**src/rtl/csr_pkg.sv**
```systemverilog
// Shared constants and types for the machine-mode CSR access unit.
// Counter addresses are only decoded when CSR_COUNTERS_EN is defined.
package csr_pkg;

    localparam logic [11:0] CSR_MSTATUS   = 12'h300;
    localparam logic [11:0] CSR_MIE       = 12'h304;
    localparam logic [11:0] CSR_MTVEC     = 12'h305;
    localparam logic [11:0] CSR_MSCRATCH  = 12'h340;
    localparam logic [11:0] CSR_MEPC      = 12'h341;
    localparam logic [11:0] CSR_MCAUSE    = 12'h342;

    localparam logic [11:0] CSR_MCYCLE    = 12'hB00;
    localparam logic [11:0] CSR_MCYCLEH   = 12'hB80;
    localparam logic [11:0] CSR_MINSTRET  = 12'hB02;
    localparam logic [11:0] CSR_MINSTRETH = 12'hB82;
    localparam logic [11:0] CSR_CYCLE     = 12'hC00;
    localparam logic [11:0] CSR_CYCLEH    = 12'hC80;
    localparam logic [11:0] CSR_INSTRET   = 12'hC02;
    localparam logic [11:0] CSR_INSTRETH  = 12'hC82;

    localparam logic [2:0] F3_CSRRW  = 3'b001;
    localparam logic [2:0] F3_CSRRS  = 3'b010;
    localparam logic [2:0] F3_CSRRC  = 3'b011;
    localparam logic [2:0] F3_CSRRWI = 3'b101;
    localparam logic [2:0] F3_CSRRSI = 3'b110;
    localparam logic [2:0] F3_CSRRCI = 3'b111;

    // Low two bits of mtvec/mepc are hardwired to zero.
    localparam logic [31:0] MTVEC_WARL_MASK = 32'hFFFF_FFFC;
    localparam logic [31:0] MEPC_WARL_MASK  = 32'hFFFF_FFFC;

    typedef enum logic [1:0] {
        ST_IDLE = 2'd0,
        ST_EXEC = 2'd1,
        ST_RESP = 2'd2
    } csr_state_t;

    typedef enum logic [1:0] {
        OP_RW = 2'd0,
        OP_RS = 2'd1,
        OP_RC = 2'd2
    } csr_op_t;

    function automatic csr_op_t funct3_to_op(input logic [1:0] f3_low);
        case (f3_low)
            2'b10:   return OP_RS;
            2'b11:   return OP_RC;
            default: return OP_RW;
        endcase
    endfunction

endpackage

```
**src/rtl/csr_wdata_calc.sv**
```systemverilog
// Combinational read-modify-write datapath: derives the new CSR value and
// whether the write actually happens for a given op, old value and source.
module csr_wdata_calc
    import csr_pkg::*;
#(
    parameter int XLEN = 32
) (
    input  csr_op_t           i_op,
    input  logic [XLEN-1:0]   i_old,
    input  logic [XLEN-1:0]   i_src,
    input  logic              i_suppress,
    output logic [XLEN-1:0]   o_wdata,
    output logic              o_we
);

    // Set/clear with a zero source field are pure reads; plain writes never are.
    always_comb begin
        o_wdata = i_src;
        o_we    = 1'b1;
        case (i_op)
            OP_RW: begin
                o_wdata = i_src;
                o_we    = 1'b1;
            end
            OP_RS: begin
                o_wdata = i_old | i_src;
                o_we    = ~i_suppress;
            end
            OP_RC: begin
                o_wdata = i_old & ~i_src;
                o_we    = ~i_suppress;
            end
            default: begin
                o_wdata = i_src;
                o_we    = 1'b1;
            end
        endcase
    end

endmodule

```
**src/rtl/csr_access_unit.sv**
```systemverilog
// Execute-stage Zicsr unit owning all machine CSRs; one request at a time.
// Define CSR_COUNTERS_EN to add mcycle/minstret and their read-only aliases.
module csr_access_unit
    import csr_pkg::*;
#(
    parameter int XLEN = 32
) (
    input  logic              clk,
    input  logic              nreset,
    input  logic              req_valid,
    output logic              req_ready,
    input  logic [2:0]        req_funct3,
    input  logic [11:0]       req_addr,
    input  logic [XLEN-1:0]   req_rs1_val,
    input  logic [4:0]        req_zimm,
    input  logic              req_rs1_is_x0,
    output logic              rsp_valid,
    input  logic              rsp_ready,
    output logic [XLEN-1:0]   rsp_rdata,
    output logic              rsp_illegal,
    input  logic              instret_pulse
);

    csr_state_t        r_state;
    csr_op_t           r_op;
    logic              r_f3_illegal;
    logic [11:0]       r_addr;
    logic [XLEN-1:0]   r_src;
    logic              r_src_zero;

    logic              r_req_ready;
    logic              r_rsp_valid;
    logic [XLEN-1:0]   r_rsp_rdata;
    logic              r_rsp_illegal;

    logic [XLEN-1:0]   r_mstatus;
    logic [XLEN-1:0]   r_mie;
    logic [XLEN-1:0]   r_mtvec;
    logic [XLEN-1:0]   r_mscratch;
    logic [XLEN-1:0]   r_mepc;
    logic [XLEN-1:0]   r_mcause;

    logic [XLEN-1:0]   w_src;
    logic              w_src_zero;
    logic [XLEN-1:0]   w_rdata;
    logic              w_addr_hit;
    logic              w_read_only;
    logic [XLEN-1:0]   w_wdata;
    logic              w_we;
    logic              w_illegal;
    logic              w_commit;

`ifdef CSR_COUNTERS_EN
    logic [63:0]       r_mcycle;
    logic [63:0]       r_minstret;
    logic              w_wr_mcycle_lo;
    logic              w_wr_mcycle_hi;
    logic              w_wr_minstret_lo;
    logic              w_wr_minstret_hi;
`else
    logic              w_unused_instret;
    assign w_unused_instret = instret_pulse;
`endif

    assign w_src      = req_funct3[2] ? {{(XLEN-5){1'b0}}, req_zimm} : req_rs1_val;
    assign w_src_zero = req_funct3[2] ? (req_zimm == 5'd0) : req_rs1_is_x0;

    assign req_ready   = r_req_ready;
    assign rsp_valid   = r_rsp_valid;
    assign rsp_rdata   = r_rsp_rdata;
    assign rsp_illegal = r_rsp_illegal;

    // Read mux over the latched address; a miss marks the address unimplemented.
    always_comb begin
        w_rdata    = '0;
        w_addr_hit = 1'b1;
        case (r_addr)
            CSR_MSTATUS:   w_rdata = r_mstatus;
            CSR_MIE:       w_rdata = r_mie;
            CSR_MTVEC:     w_rdata = r_mtvec;
            CSR_MSCRATCH:  w_rdata = r_mscratch;
            CSR_MEPC:      w_rdata = r_mepc;
            CSR_MCAUSE:    w_rdata = r_mcause;
`ifdef CSR_COUNTERS_EN
            CSR_MCYCLE,
            CSR_CYCLE:     w_rdata = r_mcycle[31:0];
            CSR_MCYCLEH,
            CSR_CYCLEH:    w_rdata = r_mcycle[63:32];
            CSR_MINSTRET,
            CSR_INSTRET:   w_rdata = r_minstret[31:0];
            CSR_MINSTRETH,
            CSR_INSTRETH:  w_rdata = r_minstret[63:32];
`endif
            default: begin
                w_rdata    = '0;
                w_addr_hit = 1'b0;
            end
        endcase
    end

    csr_wdata_calc #(
        .XLEN       (XLEN)
    ) u_wdata_calc (
        .i_op       (r_op),
        .i_old      (w_rdata),
        .i_src      (r_src),
        .i_suppress (r_src_zero),
        .o_wdata    (w_wdata),
        .o_we       (w_we)
    );

    assign w_read_only = (r_addr[11:10] == 2'b11);
    assign w_illegal   = r_f3_illegal || !w_addr_hit || (w_we && w_read_only);
    assign w_commit    = (r_state == ST_EXEC) && w_we && !w_illegal;

    // Request/response sequencing; all handshake outputs are registered here.
    always_ff @(posedge clk or negedge nreset) begin
        if (!nreset) begin
            r_state       <= ST_IDLE;
            r_op          <= OP_RW;
            r_f3_illegal  <= 1'b0;
            r_addr        <= '0;
            r_src         <= '0;
            r_src_zero    <= 1'b0;
            r_req_ready   <= 1'b1;
            r_rsp_valid   <= 1'b0;
            r_rsp_rdata   <= '0;
            r_rsp_illegal <= 1'b0;
        end else begin
            case (r_state)
                ST_IDLE: begin
                    if (req_valid) begin
                        r_op         <= funct3_to_op(req_funct3[1:0]);
                        r_f3_illegal <= (req_funct3[1:0] == 2'b00);
                        r_addr       <= req_addr;
                        r_src        <= w_src;
                        r_src_zero   <= w_src_zero;
                        r_req_ready  <= 1'b0;
                        r_state      <= ST_EXEC;
                    end
                end
                ST_EXEC: begin
                    r_rsp_valid   <= 1'b1;
                    r_rsp_rdata   <= w_illegal ? '0 : w_rdata;
                    r_rsp_illegal <= w_illegal;
                    r_state       <= ST_RESP;
                end
                ST_RESP: begin
                    if (rsp_ready) begin
                        r_rsp_valid <= 1'b0;
                        r_req_ready <= 1'b1;
                        r_state     <= ST_IDLE;
                    end
                end
                default: begin
                    r_rsp_valid <= 1'b0;
                    r_req_ready <= 1'b1;
                    r_state     <= ST_IDLE;
                end
            endcase
        end
    end

    // Machine CSR storage; WARL bits are cleared on the way in.
    always_ff @(posedge clk or negedge nreset) begin
        if (!nreset) begin
            r_mstatus  <= '0;
            r_mie      <= '0;
            r_mtvec    <= '0;
            r_mscratch <= '0;
            r_mepc     <= '0;
            r_mcause   <= '0;
        end else if (w_commit) begin
            case (r_addr)
                CSR_MSTATUS:  r_mstatus  <= w_wdata;
                CSR_MIE:      r_mie      <= w_wdata;
                CSR_MTVEC:    r_mtvec    <= w_wdata & MTVEC_WARL_MASK;
                CSR_MSCRATCH: r_mscratch <= w_wdata;
                CSR_MEPC:     r_mepc     <= w_wdata & MEPC_WARL_MASK;
                CSR_MCAUSE:   r_mcause   <= w_wdata;
                default: ;
            endcase
        end
    end

`ifdef CSR_COUNTERS_EN
    assign w_wr_mcycle_lo   = w_commit && (r_addr == CSR_MCYCLE);
    assign w_wr_mcycle_hi   = w_commit && (r_addr == CSR_MCYCLEH);
    assign w_wr_minstret_lo = w_commit && (r_addr == CSR_MINSTRET);
    assign w_wr_minstret_hi = w_commit && (r_addr == CSR_MINSTRETH);

    // A software write to either half replaces that edge's increment.
    always_ff @(posedge clk or negedge nreset) begin
        if (!nreset) begin
            r_mcycle   <= '0;
            r_minstret <= '0;
        end else begin
            if (w_wr_mcycle_lo) begin
                r_mcycle <= {r_mcycle[63:32], w_wdata};
            end else if (w_wr_mcycle_hi) begin
                r_mcycle <= {w_wdata, r_mcycle[31:0]};
            end else begin
                r_mcycle <= r_mcycle + 64'd1;
            end

            if (w_wr_minstret_lo) begin
                r_minstret <= {r_minstret[63:32], w_wdata};
            end else if (w_wr_minstret_hi) begin
                r_minstret <= {w_wdata, r_minstret[31:0]};
            end else if (instret_pulse) begin
                r_minstret <= r_minstret + 64'd1;
            end
        end
    end
`endif

endmodule

```
**config.mk**
```make
export PLATFORM = sky130hd
export DESIGN_NAME = csr_access_unit
export DESIGN_NICKNAME = d
export VERILOG_FILES = /design/src/rtl/csr_pkg.sv /design/src/rtl/csr_wdata_calc.sv /design/src/rtl/csr_access_unit.sv
export SDC_FILE = /design/constraint.sdc
export NUM_CORES = 1
export LEC_CHECK = 0
export ABC_CLOCK_PERIOD_IN_PS = 2450
export CAP_MARGIN = 15
export CORE_ASPECT_RATIO = 0.7
export CORE_MARGIN = 5
export CORE_UTILIZATION = 40
export DETAILED_ROUTE_END_ITERATION = 8
export GPL_TIMING_DRIVEN = 0
export PLACE_DENSITY_LB_ADDON = 0.12
export SYNTH_ARGS = -nofsm -noshare
export SYNTH_HDL_FRONTEND = slang
export SYNTH_SLANG_ARGS = --single-unit
```
**constraint.sdc**
```tcl
create_clock -name clk -period 2.45 [get_ports clk]
set_clock_uncertainty 0.15 [all_clocks]
set_input_delay 0.49 -clock clk [delete_from_list [all_inputs] [get_ports clk]]
set_output_delay 0.49 -clock clk [all_outputs]
set_load 0.02 [all_outputs]
```
# After elaboration in Yosys (flattened, before gate mapping)

Index checks and enable logic that the tools add are counted.

Magnitude comparators: 0
Multiplexer cells: 16
Bitwise logic cells: 6
Reduce and logical (&&, ||, !) cells: 22
Multiply operators: 0
Equal/unequal tests: 15
Divide/modulo/power cells: 0
Shifts and indexed selects: 0
Add/subtract/negate cells: 0

Operators by type and width:

| kind                                                                     | number |
|---|---|
| 32-bit case mux with 6 select lines                                      | 1 |
| 12-bit by 10-bit equality test with 1-bit output (second input constant) | 6 |
| 32-bit 2-to-1 mux                                                        | 2 |
| 32-bit case mux with 2 select lines                                      | 1 |
| 32-bit AND                                                               | 1 |
| 32-bit inverter                                                          | 1 |
| 32-bit bitwise OR                                                        | 1 |
| 2-bit AND reduction                                                      | 9 |
| 2-bit equality test (second input constant)                              | 5 |
| 1-bit 2-to-1 mux                                                         | 6 |
| 1-bit case mux with 3 select lines                                       | 2 |
| 2-bit case mux with 3 select lines                                       | 1 |
| 6-bit OR reduction                                                       | 1 |
| 5-bit logical NOT                                                        | 1 |
| 2-bit by 1-bit equality test with 1-bit output (second input constant)   | 2 |
| 2-bit logical NOT                                                        | 2 |
| 2-bit 2-to-1 mux                                                         | 2 |
| 2-bit inequality test (second input constant)                            | 2 |
| 2-bit case mux with 2 select lines                                       | 1 |
| 1-bit logical AND                                                        | 3 |
| 1-bit inverter                                                           | 3 |
| 3-bit AND reduction                                                      | 1 |
| 1-bit logical NOT                                                        | 2 |
| 1-bit logical OR                                                         | 2 |
| 2-bit OR reduction                                                       | 1 |

Output and inout port bits: 35
Memories: 0
Latch bits: 0
RAM bits: 0
Bits in registers: 273
Word-level logic and storage cells: 75
Input port bits: 58
ROM bits: 0

# Longest topological paths before layout

Word-level depth: 9
Gate-level depth with buffers: 10

# By module

From an unflattened synthesis, not the netlist that was laid out.

Cells, all modules: 1,115
Area total of the unflattened synthesis: 13,307.8 um^2

Modules (own cells, without submodules):

| module          | cells each | seq. area each (um^2) | area an instance (um^2) | times used |
|---|---|---|---|---|
| csr_access_unit | 1,004      | 6,832.8               | 12,537.0                | 1 |
| csr_wdata_calc  | 111        | 0.0                   | 770.7                   | 1 |

# Worst setup path before layout

No wires, ideal clock.

Kind: flip-flop to flip-flop
Start: reg r_op[0]
End: reg r_mcause[1]
Cell stages (with the launch flop): 10
Slack: 0.228 ns
Arrival time: 1.938 ns
Required time: 2.166 ns
Buffers on the path: 3
Period minus slack after synthesis: 2.222 ns
Setup time: 0.134 ns
Path through: dfrtp_1 -> inv_1 -> ha_1 -> nand2b_1 -> and4bb_1 -> buf_2 -> nand4_1 -> buf_2 -> clkbuf_1 -> o21ai_0

Word-level cells in the longest chain between the ends: 8
Elaborated cells between the ends (all ways): 11

RTL lines:

| what                                                                                  | RTL line               | source |
|---|---|---|
| start, declared                                                                       | csr_access_unit.sv:25  | `csr_op_t r_op;` |
| start signal, assigned                                                                | csr_access_unit.sv:133 | `r_op <= funct3_to_op(req_funct3[1:0]);` |
| 2-bit by 1-bit equality test with 1-bit output or 2-bit equality test (tied branches) | csr_wdata_calc.sv:20   | `case (i_op)` |
| 2-bit OR reduction (no source line)                                                   | n/a                    |  |
| 1-bit 2-to-1 mux                                                                      | n/a                    |  |
| 1-bit logical AND                                                                     | csr_access_unit.sv:113 | `assign w_illegal = r_f3_illegal \|\| !w_addr_hit \|\| (w_we && w_read_only);` |
| 1-bit logical OR                                                                      | csr_access_unit.sv:113 |  |
| 1-bit logical NOT                                                                     | csr_access_unit.sv:114 | `assign w_commit = (r_state == ST_EXEC) && w_we && !w_illegal;` |
| 1-bit logical AND                                                                     | csr_access_unit.sv:114 |  |
| 2-bit AND reduction (no source line)                                                  | n/a                    |  |
| end signal, assigned                                                                  | csr_access_unit.sv:180 | `CSR_MCAUSE: r_mcause <= w_wdata;` |
| end, declared                                                                         | csr_access_unit.sv:41  | `logic [XLEN-1:0] r_mcause;` |

Parallel ways exist; a longest one is shown, timed or not.
A chain may end at the register's enable or synchronous reset.

# Worst setup path after layout

Start: reg r_addr[5]
End: reg r_mie[8]

Word-level cells in the longest chain between the ends: 9
Elaborated cells between the ends (all ways): 18

RTL lines:

| what                                                                | RTL line                                      | source |
|---|---|---|
| start, declared                                                     | csr_access_unit.sv:27                         | `logic [11:0] r_addr;` |
| start signal, assigned                                              | csr_access_unit.sv:135                        | `r_addr <= req_addr;` |
| 12-bit by 10-bit equality test with 1-bit output (on tied branches) | csr_access_unit.sv:77, csr_access_unit.sv:174 |  |
| 6-bit OR reduction (no source line)                                 | n/a                                           |  |
| 1-bit 2-to-1 mux                                                    | csr_access_unit.sv:77                         | `case (r_addr)` |
| 1-bit logical NOT                                                   | csr_access_unit.sv:113                        |  |
| 1-bit logical OR (2 in a row)                                       | csr_access_unit.sv:113                        |  |
| 1-bit logical NOT                                                   | csr_access_unit.sv:114                        |  |
| 1-bit logical AND                                                   | csr_access_unit.sv:114                        |  |
| 2-bit AND reduction (no source line)                                | n/a                                           |  |
| end signal, assigned                                                | csr_access_unit.sv:176                        | `CSR_MIE: r_mie <= w_wdata;` |
| end, declared                                                       | csr_access_unit.sv:37                         | `logic [XLEN-1:0] r_mie;` |

Parallel ways exist; a longest one is shown, timed or not.

==> qor.yml <==
outcome: "finished, violations left"
violations: "negative setup slack"
die_y_um: 157.9
maxSlewViolCount: 0
use_met2_pct: 31.54
clkTransAtPathRegs_ns: 0.06
antenna_found_initial: 0
met3_usage_pct: 5.338
clock_latency_ns: 0.56
max_freq_ghz: 0.3993
cts_buffer_depth: 3
pin_count: 93
ys_ff_latch: 273
placedInstanceArea_um2: 13990
drt_iter0_markers: 1028
die_area_um2: 34940
maxCapViolCount: 0
avgSynthCellArea_um2: 9.608
peakVddDrop_v: 0.0006241
drtPass1Iterations: 5
port_buffers: 90
grt_pass1_vias: 10080
min_path_type: "in -> async"
synth_area_um2: 12500
ant_nets: 0
clk_root_buffer_cell: "clkbuf_16"
relSlewSlack_pct: 51.55
ys_warn_count: 0
tns_ns: -0.2341
synthDistinctLibCells: 62
detail_route.vias_per_cell: 5.554
grt_use_total_pct: 23.20
cts_sinks: 273
gp_congestion: 0.8758
final_common_cell: "nand2_1"
synth.yosys.seq_area_share_pct: 54.66
whs_ns: 0.2853
fin_crit_ns: 2.504
setup_viol: 6
critPathLaunchType: "flop"
grt_pass1_wl_mm: 63.08
arrival_ns: 2.85
fillers: 2759
hold_viol: 0
wirelength_mm: 41.13
rsz0062_at_grt: "yes"
area.growth.synth_to_final_pct: 32.08
antennaDiodeCount: 0
utilization_pct: 53.24
async_flop_share_pct: 100.0
core-area_um2: 31010
cts_max_level: 1
p_leak_nw: 6.783
synth_edf_count: 0
setup_slack_ns: -0.05422
numCtsBuffers: 29
syn_nets: 1361
worstPathMaxFanout: 10
final_cell_mix: "nand2_1, dfrtp_1, o21ai_1"
grt-busiest-layer: "met1"
fp.dieW_um: 221.3
postSynthCellCount: 1301
path_class: "reg -> reg"
power_density_nw_per_um2: 953.2
cts_tree: "yes"
initial_core_util_pct: 40.31
rows: 54
worst_pin_slew_ns: 0.7236
fin_area_um2: 16510
use_met1_pct: 37.47
grt_overflow: 0
crit_required_ns: 2.80
fin_crit_sh_pct: 102.2
drc: 0
synth_ff_type: "dfrtp_1"
critPathCaptureType: "flop"
fin_nets: 1507
placed_cells: 1813
routedWlPerCell_um: 21.77
hpwl_mm: 29.10
routed-via-count: 10490
grt_start_max_net_pins: 113
drive_gt1_share_pct: 19.13
instances_no_fill: 1889
cells by family (layout without fill, tap and decap cells):
kind of cell,count (synthesis),after routing,synth area share [%]
AO/OA/AOI/OAI,414,414,20.15
adder cells (fa/ha/maj),2,2,0.2002
buffers and inverters,112,280,3.784
flip-flops,273,273,54.66
multiplexers,85,85,6.937
AND/OR/NAND/NOR,415,415,14.26
power by group:
part	internal, W	switching (W)
sequential	0.00492	0.000629
clock	0.00263	0.00183
combinational	0.00214	0.00359
final timing paths:
| check | cells past startpoint | start | slack [ns] | to |
|---|---|---|---|---|
| min in group clk | 3 | req_addr[10] | 0.31 | r_addr[10] |
| max in group asynchronous | 4 | nreset | 0.35 | r_mstatus[0] |
| max | 6 | r_addr[5] | -0.05 | r_mie[8] |
| min reg2reg | 2 | rsp_rdata[29] | 0.32 | rsp_rdata[29] |
| max reg2reg | 6 | r_addr[5] | -0.05 | r_mie[8] |
| min | 2 | nreset | 0.29 | r_src[13] |
layout make-up:
type / count / area, µm² / area share, %
flip-flops and latches: 273 / 6835 / 41.40
multi-input cells: 916 / 6374 / 38.61
plain buffers: 100 / 634.4 / 3.842
clock buffers: 48 / 877.1 / 5.313
inverters: 12 / 45.04 / 0.2728
well taps: 420 / 525.5 / 3.183
repair buffers: 115 / 1144 / 6.927
clock inverters: 5 / 75.07 / 0.4547
critical path, cell delays in order, from the launching register on:
cell and delay [ns]:
dfrtp_1 0.41, or3_1 0.46, clkbuf_4 0.27, nor4_1 0.42, a31oi_1 0.19, a31oi_4 0.31
mux2_2 0.21
flip-flops by register name, indices dropped and copies added, names as in the netlist, 12 cells and up:
name and cells:
rsp_rdata 32, r_mtvec 30, r_mscratch 32, r_mstatus 32, r_src 32, r_mcause 32, r_mie 32, r_addr 12
r_mepc 30
Yosys cell counts (all sizes together), types with 4 or more instances:
cell type / instances / area share [%]
nor4: 8 / 0.50
nor2: 20 / 0.62
a22o: 5 / 0.35
a22oi: 30 / 1.8
inv: 12 / 0.36
nand2: 322 / 9.7
nand2b: 30 / 1.5
dfrtp: 272 / 54
o31ai: 14 / 0.84
mux2i: 72 / 5.8
nor3: 4 / 0.16
o22ai: 28 / 1.5
o21ai: 250 / 10
clkbuf: 64 / 1.9
o21bai: 23 / 1.4
a31oi: 6 / 0.40
mux2: 13 / 1.2
buf: 36 / 1.5
a21oi: 13 / 0.52
nand3: 7 / 0.28
nand4: 6 / 0.30
o2bb2ai: 23 / 1.6
repair_timing:
| action | CTS | global route |
|---|---|---|
| setup endpoints to repair | 219 | 218 |
| pin swaps | 3 | 12 |
| hold buffers | 1 | 0 |
| resized for setup | 171 | 143 |
| gates cloned | 0 | 2 |
| buffers inserted | 8 | 12 |
| endpoints found under the hold margin | 60 | 0 |
through the flow:
step | total power (W) | setup slack [ns]
2_1_floorplan | 0.008022 | 0.2279
3_3_place_gp | 0.009732 | -11.44
3_5_place_dp | 0.009789 | -0.8134
4_1_cts | 0.01515 | -0.03764
5_1_grt | 0.01647 | -0.09131
6_report | 0.01574 | -0.05422
metal layers:
metal,up-vias,routed length [µm]
met1,5278,21120
met5,-,0
met2,313,16490
met4,0,572
met3,39,2946
li1,4861,-
Power figures use the tool's default switching activity.
